**src/rtl/alu_iterative_if.sv**
```systemverilog
// Request/result bundle between the pipeline execute stage and the iterative ALU.
// The requester drives the operands and the controls; the ALU returns the result and its flags.
interface alu_iterative_if #(
  parameter int unsigned WIDTH = 32
);
  logic             start_i;
  logic [2:0]       ALUCtrl_i;
  logic [WIDTH-1:0] data1_i;
  logic [WIDTH-1:0] data2_i;
  logic             flush_i;
  logic [WIDTH-1:0] data_o;
  logic             zero_o;
  logic             done_o;
  logic             busy_o;

  modport master (
    output start_i, ALUCtrl_i, data1_i, data2_i, flush_i,
    input  data_o, zero_o, done_o, busy_o
  );

  modport slave (
    input  start_i, ALUCtrl_i, data1_i, data2_i, flush_i,
    output data_o, zero_o, done_o, busy_o
  );
endinterface

```
**src/rtl/alu_iterative.sv**
```systemverilog
// Execution-stage ALU. ADD/SUB/AND/OR produce a result after one registered cycle.
// MUL uses a WIDTH-step shift-add loop and holds busy_o high so the hazard logic can stall.
module alu_iterative #(
  parameter int unsigned WIDTH = 32
) (
  input  logic          clk_i,
  input  logic          rst_i,
  alu_iterative_if.slave bus
);

  localparam int unsigned CNT_W = (WIDTH > 1) ? $clog2(WIDTH) : 1;

  localparam logic [2:0] OP_ADD = 3'b000;
  localparam logic [2:0] OP_SUB = 3'b001;
  localparam logic [2:0] OP_AND = 3'b010;
  localparam logic [2:0] OP_OR  = 3'b011;
  localparam logic [2:0] OP_MUL = 3'b101;

  typedef enum logic {
    ST_IDLE = 1'b0,
    ST_MUL  = 1'b1
  } state_t;

  state_t           state_q, state_d;
  logic [WIDTH-1:0] data_q,  data_d;
  logic             zero_q,  zero_d;
  logic             done_q,  done_d;
  logic [WIDTH-1:0] acc_q,   acc_d;
  logic [WIDTH-1:0] mcand_q, mcand_d;
  logic [WIDTH-1:0] mplr_q,  mplr_d;
  logic [CNT_W-1:0] cnt_q,   cnt_d;

  logic [WIDTH-1:0] op_res;
  logic [WIDTH-1:0] acc_step;

  // State and datapath registers; reset takes effect immediately
  always_ff @(posedge clk_i or negedge rst_i) begin
    if (!rst_i) begin
      state_q <= ST_IDLE;
      data_q  <= '0;
      zero_q  <= 1'b1;
      done_q  <= 1'b0;
      acc_q   <= '0;
      mcand_q <= '0;
      mplr_q  <= '0;
      cnt_q   <= '0;
    end else begin
      state_q <= state_d;
      data_q  <= data_d;
      zero_q  <= zero_d;
      done_q  <= done_d;
      acc_q   <= acc_d;
      mcand_q <= mcand_d;
      mplr_q  <= mplr_d;
      cnt_q   <= cnt_d;
    end
  end

  // Next-state and datapath update
  always_comb begin
    state_d  = state_q;
    data_d   = data_q;
    zero_d   = zero_q;
    done_d   = 1'b0;
    acc_d    = acc_q;
    mcand_d  = mcand_q;
    mplr_d   = mplr_q;
    cnt_d    = cnt_q;

    // Codes outside the single-cycle set (including unsupported ones) report zero
    case (bus.ALUCtrl_i)
      OP_ADD:  op_res = bus.data1_i + bus.data2_i;
      OP_SUB:  op_res = bus.data1_i - bus.data2_i;
      OP_AND:  op_res = bus.data1_i & bus.data2_i;
      OP_OR:   op_res = bus.data1_i | bus.data2_i;
      default: op_res = '0;
    endcase

    acc_step = mplr_q[0] ? (acc_q + mcand_q) : acc_q;

    case (state_q)
      ST_IDLE: begin
        // A flush in the same cycle drops the request
        if (!bus.flush_i && bus.start_i) begin
          if (bus.ALUCtrl_i == OP_MUL) begin
            acc_d   = '0;
            mcand_d = bus.data1_i;
            mplr_d  = bus.data2_i;
            cnt_d   = '0;
            state_d = ST_MUL;
          end else begin
            data_d = op_res;
            zero_d = (op_res == '0);
            done_d = 1'b1;
          end
        end
      end

      ST_MUL: begin
        if (bus.flush_i) begin
          state_d = ST_IDLE;
        end else begin
          acc_d   = acc_step;
          mcand_d = mcand_q << 1;
          mplr_d  = mplr_q >> 1;
          cnt_d   = cnt_q + CNT_W'(1);
          // The last step retires the product, including this step's add
          if (cnt_q == CNT_W'(WIDTH - 1)) begin
            data_d  = acc_step;
            zero_d  = (acc_step == '0);
            done_d  = 1'b1;
            state_d = ST_IDLE;
          end
        end
      end

      default: state_d = ST_IDLE;
    endcase
  end

  assign bus.data_o = data_q;
  assign bus.zero_o = zero_q;
  assign bus.done_o = done_q;
  assign bus.busy_o = (state_q == ST_MUL);

endmodule

```
**src/flat_wrapper.sv**
```systemverilog
// flat-port wrapper written by rule: the top's interface ports become plain ports
module alu_iterative_flat 
#(
  parameter int unsigned WIDTH = 32
)
  (clk_i, rst_i, bus_start_i, bus_ALUCtrl_i, bus_data1_i, bus_data2_i, bus_flush_i, bus_data_o, bus_zero_o, bus_done_o, bus_busy_o);
  alu_iterative_if #(.WIDTH(WIDTH)) bus_i ();
  input  logic clk_i;
  input  logic rst_i;
  input wire logic [$bits(bus_i.start_i)-1:0] bus_start_i;
  input wire logic [$bits(bus_i.ALUCtrl_i)-1:0] bus_ALUCtrl_i;
  input wire logic [$bits(bus_i.data1_i)-1:0] bus_data1_i;
  input wire logic [$bits(bus_i.data2_i)-1:0] bus_data2_i;
  input wire logic [$bits(bus_i.flush_i)-1:0] bus_flush_i;
  output wire logic [$bits(bus_i.data_o)-1:0] bus_data_o;
  output wire logic [$bits(bus_i.zero_o)-1:0] bus_zero_o;
  output wire logic [$bits(bus_i.done_o)-1:0] bus_done_o;
  output wire logic [$bits(bus_i.busy_o)-1:0] bus_busy_o;
  assign bus_i.start_i = bus_start_i;
  assign bus_i.ALUCtrl_i = bus_ALUCtrl_i;
  assign bus_i.data1_i = bus_data1_i;
  assign bus_i.data2_i = bus_data2_i;
  assign bus_i.flush_i = bus_flush_i;
  assign bus_data_o = bus_i.data_o;
  assign bus_zero_o = bus_i.zero_o;
  assign bus_done_o = bus_i.done_o;
  assign bus_busy_o = bus_i.busy_o;
  alu_iterative #(.WIDTH(WIDTH)) u_core (.clk_i(clk_i), .rst_i(rst_i), .bus(bus_i));
endmodule
```
**config.mk**
```make
export PLATFORM = sky130hd
export DESIGN_NAME = alu_iterative_flat
export DESIGN_NICKNAME = d
export VERILOG_FILES = /design/src/rtl/alu_iterative_if.sv /design/src/rtl/alu_iterative.sv /design/src/flat_wrapper.sv
export SDC_FILE = /design/constraint.sdc
export NUM_CORES = 1
export LEC_CHECK = 0
export ABC_AREA = 1
export CORE_MARGIN = 5
export CORE_UTILIZATION = 55
export CTS_CLUSTER_SIZE = 16
export DETAILED_ROUTE_END_ITERATION = 16
export PLACE_DENSITY = 0.76
export SYNTH_ARGS = -nofsm -noshare
export SYNTH_HDL_FRONTEND = slang
export SYNTH_SLANG_ARGS = --single-unit
```
**constraint.sdc**
```tcl
create_clock -name clk_i -period 4.1 [get_ports clk_i]
set_input_delay 0.82 -clock clk_i [delete_from_list [all_inputs] [get_ports clk_i]]
set_output_delay 0.82 -clock clk_i [all_outputs]
set_load 0.005 [all_outputs]
```
==> summary.md, run 1 <==
| Metric | Value |
|---|---|
| Outcome | finished clean |
| Worst hold margin | 0.478 ns |
| Crit path buf inv count | 4 |
| Detailed Route Iter0 Violations | 1,818 |
| Post-Synthesis Net Count | between 2,000 and 2,500 |
| Start of the worst register-to-register path | u_core.mcand_q[0]$_DFFE_PN0P_ |
| Layout Area Growth over Synthesis | 28.0% |
| Class of the most critical hold timing path | input port to asynchronous set/reset pin |
| Worst-skew pair later-pin latency | 0.44 ns |
| Overall die width | approximately 160 µm |
| Clock root buffer master | sky130_fd_sc_hd__clkbuf_16 |
| Largest area contributor in the netlist | sky130_fd_sc_hd__dfrtp_1 |
| Min Clock Period, post-route | 3.99 ns |
| Share of synthesized area occupied by flip-flops and latches | 0.265 |
| Switching share of power | 0.421 |
| Filler instances | 2,069 |
| Synthesized area | 0.0128 mm² |
| Vias in the first global route | approximately 14,000 |
| Measured slew at the worst slew-check pin | approximately 0.94 ns |
| Antenna cells | 0 |
| Clock tree from TritonCTS | done |
| Origin of the worst setup path | bus_data2_i[2] |
| Fraction of synthesized cell area taken by the top area cell type | 0.263 |
| # Max-Cap Violations | 0 |
| Net total in the final layout | ~2,500 |
| Area taken by multi-input logic gates | 0.00845 mm² |
| Power share of the sequential group | 0.296 |
| Number of remaining DRC errors | 0 |
| Leading post-synthesis cells by cell area | sky130_fd_sc_hd__dfrtp_1, sky130_fd_sc_hd__nand2_1, sky130_fd_sc_hd__inv_1 |
| Total power per unit cell area | 387 mW/mm² |
| Final clock period utilization by the worst path | 0.974 |
| Number of antenna violations at the first check in global routing | 1 |
| Vias per std cell | around 5.6 |
| Dominant synthesized flop cell | sky130_fd_sc_hd__dfrtp_1 |
| Post-synth ARST share | 1.00 |
| Routed Antenna Nets | 0 |
| Min setup slack post-route | 0.108 ns |
| RSZ-0062 raised after global routing | yes |
| Number of max-slew violations in the final report | 0 |
| # IOs | 106 |
| Via total after detailed routing | 15,000 |
| Register-to-register path setup slack | roughly 1.0 ns |
| Yosys synthesis warning count | 0 |
| Final wirelength | 47,400 µm |
| Post-DP HPWL | about 37,000 µm |
| Iteration count of the initial detailed-routing pass | 5 |
| Critical Path Fanout Max | 4 |
| First-pass GRT wire length | 73,400 µm |
| Type of destination of the critical path | flip-flop |
| Required time reported for the critical path endpoint | 4.47 ns |
| Count of flip-flops with a built-in enable after synthesis | 0 |
| Highest layer used for signal routing | met4 |
| Worst Reg2Reg Path Length in Cells | 19 |
| Mean routed wirelength per cell | 17.6 µm |
| Critical Path Most Common Cell | sky130_fd_sc_hd__nand2_1 |
| Number of distinct library cells after synthesis | 45 |
| Total of flip-flops plus latches after synthesis | 136 |
| Leakage | ~8.5 nW |
| Tightest slew margin relative to the limit | 0.370 |
| Largest delay share family, worst path | simple AND/OR/NAND/NOR gates |
| Internal Dissipation | 3.69 mW |
| Highest-delay cell along the critical path | sky130_fd_sc_hd__ha_2 |
| Overall die height | 163 µm |
| Utilization after layout | 0.707 |
| Total area of sequential cells | about 0.0034 mm² |
| Share of cells above drive strength 1 | 0.172 |
| Most frequent cells in the layout | sky130_fd_sc_hd__nand2_1, sky130_fd_sc_hd__inv_1, sky130_fd_sc_hd__nor2_1 |
| Clock group share of total power | 0.263 |
| Part of the total power dissipated in combinational logic | 0.442 |
| Last weighted congestion value of the routability-driven placer | 0.997 |
| Sw Pwr | 2.68 mW |
| Wire length on met3 | 3350 µm |
| Hold-fix buffers, CTS | 0 |
| Crit path arrival time | 4.37 ns |
| Final setup violation count | 0 |
| Most frequent standard cell in the layout excluding fill and tap cells | sky130_fd_sc_hd__nand2_1 |
| Placeable Area | 0.0233 mm² |
| Largest buffer count on any clock path | 2 |
| I/O Buffers | 105 |
| WL met2 | 21,900 µm |
| Maximum number of pins on one net before global-route repair | ~130 |
| Initial core utilization | 0.552 |
| Worst supply voltage drop on vdd | 0.000249 V |
| Die area | between 0.02 and 0.03 mm² |
| Critical path startpoint category | input port |
| GRT Resource Usage Total | 0.350 |
| Synthesized netlist cell count | approximately 2,100 |
| Final hold vios | 0 |
| Cts bufs inserted | 17 |
| R2R Path End | u_core.bus.zero_o$_DFFE_PN1P_ |
| Detailed-routing wirelength on met1 | 20,200 µm |
| H-Tree Depth | 4 |
| Clock Sinks | 136 |
| Startpoint-to-endpoint class of the critical path | input port to flip-flop |
| Site Rows | 56 |
| Clock slew seen by the registers of the worst setup and hold paths | 0.07 ns |
| Slowest cell delay on critical path | between 0.3 and 0.4 ns |
| Final worst clock skew | 0.0130 ns |
| Grt ovf | 0 |
| Placement-stage worst setup slack | -0.748 ns |
| Post-Synthesis Mean Instance Area | 6.06 µm² |
| Upper clock frequency limit | 251 MHz |
registers in the layout, summed over array words and instances, names as in the netlist:
name / cells
u_core.bus.zero_o: 1
u_core.bus.data_o: 32
u_core.mcand_q: 32
u_core.bus.busy_o: 1
u_core.acc_q: 32
u_core.mplr_q: 32
u_core.bus.done_o: 1
u_core.cnt_q: 5
metrics by stage:
step                setup TNS [ns]  power [mW]  cell area [µm²]  std cells
CTS                              0        6.27            16200       2690
global placement             -6.57        4.50            15300       2646
floorplan                        0        3.52            12800       2121
global route                -0.286        6.76            16500       2698
finish                           0        6.37            16500       2698
detailed placement           -8.35        4.55            15300       2646
kinds of logic after synthesis:
group / Yosys count / share of synthesized area
compound gates: 308 / 0.136
xor+xnor: 30 / 0.0204
fa+ha+maj: 69 / 0.0684
buf+inv: 351 / 0.106
flops: 136 / 0.265
simple gates: 1227 / 0.405
cell type report:
type                    instances  area share
well taps                     319      0.0243
clock inverters                15      0.0117
repair buffers                293       0.152
inverters                     284      0.0649
clock buffers                  17      0.0259
flip-flops and latches        136       0.207
multi-input cells            1634       0.514
cells in the mapped netlist, drive strengths merged, types with 8 or more instances:
library cell	instances
ha	67
buf	31
or2	17
inv	283
nor3	26
nand2	716
nor2	267
nand3b	12
dfrtp	135
xor2	29
o21ai	100
nand3	164
a21oi	103
clkbuf	36
a31oi	82
nand4	21
o21bai	8
power groups by stage:
| stage | Clock [mW] | Sequential (mW) | Combinational (mW) |
|---|---|---|---|
| floorplan | 0 | 1.81 | 1.71 |
| global placement | 0 | 1.88 | 2.62 |
| detailed placement | 0 | 1.89 | 2.66 |
| CTS | 1.68 | 1.87 | 2.72 |
| global route | 1.73 | 1.91 | 3.11 |
| finish | 1.67 | 1.88 | 2.81 |
repair_timing:
| action | CTS | global route |
|---|---|---|
| pin swaps | 13 | 29 |
| setup endpoints to repair | 12 | 15 |
| buffers inserted | 12 | 8 |
| resized for setup | 51 | 69 |
per-layer routing:
| metal | up-vias | global-route usage |
|---|---|---|
| li1 | 7304 | - |
| met1 | 6969 | 0.472 |
| met2 | 637 | 0.574 |
| met3 | 124 | 0.0499 |
| met4 | 0 | 0.128 |
| met5 | - | 0 |
worst max-delay path by stage:
stage	endpoint	slack (ns)	cells after the start
after floorplan	u_core.bus.zero_o$_DFFE_PN1P_	0.31	27
after global placement	u_core.bus.zero_o$_DFFE_PN1P_	-0.62	30
after detailed placement	u_core.bus.data_o[27]$_DFFE_PN0P_	-0.75	24
after CTS	u_core.bus.zero_o$_DFFE_PN1P_	0.00008	30
after global routing	u_core.bus.zero_o$_DFFE_PN1P_	-0.15	31
final	u_core.bus.zero_o$_DFFE_PN1P_	0.11	27
Power figures use the tool's default switching activity.
==> inputs of run 2 (changes only) <==
--- a/config.mk
+++ b/config.mk
@@ -5,12 +5,10 @@
 export SDC_FILE = /design/constraint.sdc
 export NUM_CORES = 1
 export LEC_CHECK = 0
-export ABC_AREA = 1
 export CORE_MARGIN = 5
-export CORE_UTILIZATION = 55
+export CORE_UTILIZATION = 31
 export CTS_CLUSTER_SIZE = 16
 export DETAILED_ROUTE_END_ITERATION = 16
-export PLACE_DENSITY = 0.76
 export SYNTH_ARGS = -nofsm -noshare
 export SYNTH_HDL_FRONTEND = slang
 export SYNTH_SLANG_ARGS = --single-unit
==> run 2 against run 1 <==
  * The run now ends with negative setup slack left
  * Worst setup slack got worse by 0.79 ns
  * First-iteration DRC count fell by 53%
  * Clock-buffer cell count rose by 2
  * Maximum frequency is 16% lower
  * Final cell count fell by 21%
  * Register-to-register slack got worse by 1.2 ns
  * Critical path depth down 5
  * Global-route usage fell by 16 points
  * Synthesized area is 12% lower
  * Die area up 52%
  * Non-clock buffer count is 56 higher
  * Clock skew down 0.0037 ns
  * Highest routed layer unchanged
==> summary.md, run 2 <==
| Metric | Value |
|---|---|
| Die area | 0.0403 mm² |
| Required time reported for the critical path endpoint | 4.47 ns |
| H-Tree Depth | 4 |
| I/O Buffers | 105 |
| Finished Layout Cells | 2,138 |
| Clock Sinks | 136 |
| Count of flip-flops with a built-in enable after synthesis | 0 |
| Share of cells above drive strength 1 | 0.266 |
| Crit path arrival time | 5.15 ns |
| Initial core utilization | 0.311 |
| Worst-skew pair later-pin latency | 0.44 ns |
| Highest layer used for signal routing | met4 |
| Critical path startpoint category | input port |
| Number of antenna violations at the first check in global routing | 0 |
| Post-Synthesis Mean Instance Area | 8.22 µm² |
| Detailed-routing wirelength on met1 | about 18,000 µm |
| Cell count after placement | around 2,100 |
| Outcome | finished, violations left |
| Largest delay share family, worst path | simple AND/OR/NAND/NOR gates |
| Via total after detailed routing | 11,400 |
| Wire length on met3 | 1520 µm |
| Net total in the final layout | 1,798 |
| Slowest cell delay on critical path | 0.52 ns |
| Clock tree from TritonCTS | done |
| CP cell instances | buf_6 -> or4_4 -> or3_4 -> nor3_4 -> inv_2 -> o21ai_2 -> xor2_1 -> ha_1 -> a21oi_4 -> nor2_4 -> a2111oi_4 -> buf_4 -> buf_6 -> o32ai_2 -> o31a_1 -> nor2_1 -> xor2_1 -> a21o_1 -> nand2_1 -> nor4_2 -> nand4_1 -> o211ai_2 |
| Dominant cell by count in the synthesized netlist | sky130_fd_sc_hd__nand2_1 |
| Total power per unit cell area | 347 mW/mm² |
| Dominant synthesized flop cell | sky130_fd_sc_hd__dfrtp_1 |
| Detailed Route Iter0 Violations | 849 |
| Fraction of synthesized area in multiplexers | 0.0874 |
| Violations in the final reports | negative setup slack |
| WL met2 | 19,400 µm |
| Final hold vios | 0 |
| Largest area contributor in the netlist | sky130_fd_sc_hd__dfrtp_1 |
| Final worst clock skew | 0.00931 ns |
| Tightest slew margin relative to the limit | 0.354 |
| Post-DP HPWL | 30,300 µm |
| Placement-stage worst setup slack | -1.58 ns |
| Iteration count of the initial detailed-routing pass | 6 |
| Post-synth ARST share | 1.00 |
| Type of destination of the critical path | flip-flop |
| Min Clock Period, post-route | 4.78 ns |
| Number of distinct library cells after synthesis | 84 |
| Final clock period utilization by the worst path | 1.17 |
| Commonest cells in the netlist | sky130_fd_sc_hd__nand2_1, sky130_fd_sc_hd__o21ai_0, sky130_fd_sc_hd__dfrtp_1 |
| Antenna cells | 0 |
| Overall die height | 201 µm |
| Final setup violation count | 15 |
| Critical Path Fanout Max | 4 |
| Fraction of synthesized cell area taken by the top area cell type | 0.299 |
| # Max-Cap Violations | 0 |
| Highest-delay cell along the critical path | sky130_fd_sc_hd__or4_4 |
| Leakage | 6.84 nW |
| Measured slew at the worst slew-check pin | 0.969 ns |
| Synthesized area | about 0.011 mm² |
| Startpoint-to-endpoint class of the critical path | input port to flip-flop |
| Combinational family with the most area after synthesis | compound AO/OA/AOI/OAI gates |
| Xor/xnor share of the synthesized area | 0.0605 |
| Overall die width | 201 µm |
| Class of the most critical hold timing path | flip-flop to flip-flop |
| Synth Area in Compound Gates | 0.243 |
| # IOs | 106 |
| Worst hold margin | 0.476 ns |
| Most frequent cells in the layout | sky130_fd_sc_hd__buf_4, sky130_fd_sc_hd__nand2_1, sky130_fd_sc_hd__o21ai_0 |
| Leading post-synthesis cells by cell area | sky130_fd_sc_hd__dfrtp_1, sky130_fd_sc_hd__o21ai_0, sky130_fd_sc_hd__ha_1 |
| Upper clock frequency limit | 209 MHz |
| Synth Area in Simple Gates | 0.171 |
| Worst supply voltage drop on vdd | ~0.00018 V |
| GRT Resource Usage Total | 0.190 |
| Final wirelength | a little under 40,000 µm |
| Share of synthesized area occupied by flip-flops and latches | 0.301 |
| Post-Synthesis Net Count | between 1,500 and 2,000 |
| Cts bufs inserted | 17 |
| Total of flip-flops plus latches after synthesis | 136 |
| Vias per std cell | around 5.3 |
| Yosys synthesis warning count | 0 |
| Grt ovf | 0 |
| Vias in the first global route | 11,200 |
| Layout Area Growth over Synthesis | 40.4% |
| Clock root buffer master | sky130_fd_sc_hd__clkbuf_16 |
| Site Rows | 70 |
| RSZ-0062 raised after global routing | yes |
| Placeable Area | approximately 0.036 mm² |
| Most frequent standard cell in the layout excluding fill and tap cells | sky130_fd_sc_hd__buf_4 |
| Instance area at placement | 0.0144 mm² |
| Mean routed wirelength per cell | between 15 and 20 µm |
| Last weighted congestion value of the routability-driven placer | 0.894 |
| Post-route design area | ~0.016 mm² |
| Crit path buf inv count | 4 |
| Number of remaining DRC errors | 0 |
| First-pass GRT wire length | 62,500 µm |
| Largest buffer count on any clock path | 2 |
| Arithmetic-cell share of the synthesized area counting full adders, half adders and majority gates | 0.0982 |
| Min setup slack post-route | -0.680 ns |
| Clock slew seen by the registers of the worst setup and hold paths | 0.06 ns |
| Routed Antenna Nets | 0 |
| Maximum number of pins on one net before global-route repair | 100 |
| Number of max-slew violations in the final report | 0 |
| Synthesized netlist cell count | 1,374 |
==> run 2: changes by cell type after synthesis, moves of 20 or more <==
cell	change
sky130_fd_sc_hd__a31oi_1	-72
sky130_fd_sc_hd__inv_1	-233
sky130_fd_sc_hd__mux2i_1	+78
sky130_fd_sc_hd__nor2_1	-174
sky130_fd_sc_hd__o21ai_0	+85
sky130_fd_sc_hd__maj3_1	+23
sky130_fd_sc_hd__xnor2_1	+40
sky130_fd_sc_hd__clkbuf_1	+34
sky130_fd_sc_hd__nand3_1	-138
sky130_fd_sc_hd__nand2_2	-20
sky130_fd_sc_hd__inv_2	-22
sky130_fd_sc_hd__nand2_1	-484
sky130_fd_sc_hd__a21o_1	+25
==> run 2: worst paths after layout <==
kind / startpoint / to / slack (ns) / depth (start not counted)
setup / recovery: bus_data2_i[7] / u_core.bus.zero_o$_DFFE_PN1P_ / -0.68 / 22
hold / removal: u_core.bus.data_o[11]$_DFFE_PN0P_ / u_core.bus.data_o[11]$_DFFE_PN0P_ / 0.48 / 2
setup reg to reg: u_core.mcand_q[0]$_DFFE_PN0P_ / u_core.bus.zero_o$_DFFE_PN1P_ / -0.21 / 14
hold reg to reg: u_core.bus.data_o[11]$_DFFE_PN0P_ / u_core.bus.data_o[11]$_DFFE_PN0P_ / 0.48 / 2
max in group asynchronous: rst_i / u_core.bus.data_o[0]$_DFFE_PN0P_ / 2.79 / 2
min in group asynchronous: rst_i / u_core.acc_q[28]$_DFFE_PN0P_ / 0.49 / 1
==> run 2: cells by family after synthesis <==
group           Yosys count
simple gates            423
mux                      96
compound gates          436
buf+inv                 113
flops                   136
fa+ha+maj                92
xor+xnor                 78
==> run 2: area by class of cell <==
type                            instances  area [µm²]
Clock inverter                         12         119
Clock buffer                           19         453
Tap cell                              468         586
Sequential cell                       136        3410
Multi-Input combinational cell       1125        8200
Inverter                               29         109
Fill cell                            3578       20400
Timing Repair Buffer                  349        2980
==> run 2: metal layers <==
layer,up-vias,global-route usage
met5,-,0
met4,0,0.0388
met3,39,0.0216
met2,275,0.327
met1,5515,0.260
li1,5559,-
==> run 2: power by group <==
group	internal [mW]	switching, mW	total [mW]
registers	1.57	0.193	1.76
clock network	0.872	0.675	1.55
logic	1.06	1.14	2.20
==> run 2: repair_timing <==
item                       CTS  global route
setup buffers               15            18
pin swaps                   58            78
setup endpoints to repair   23            21
resized for setup          137            94
hold buffers                 0             0
==> run 2: worst register-to-register path: cells and delay by family (launching register included) <==
| kind | cells | cell delay [ns] |
|---|---|---|
| and+or+nand+nor | 7 | 1.69 |
| AOI/OAI and AO/OA | 3 | 1.06 |
| adders and majority gates | 2 | 0.67 |
| DFF | 1 | 0.39 |
| muxes | 1 | 0.22 |
| buffers and inverters | 1 | 0.21 |
==> run 2: per-stage QoR <==
stage	total power [mW]	util	TNS [ns]
after CTS	5.38	0.425	-2.69
after floorplan	2.85	-	-3.32
after global placement	3.70	0.397	-23.04
final	5.50	0.437	-5.12
after global routing	5.80	0.437	-7.76
after detailed placement	3.73	0.397	-24.33
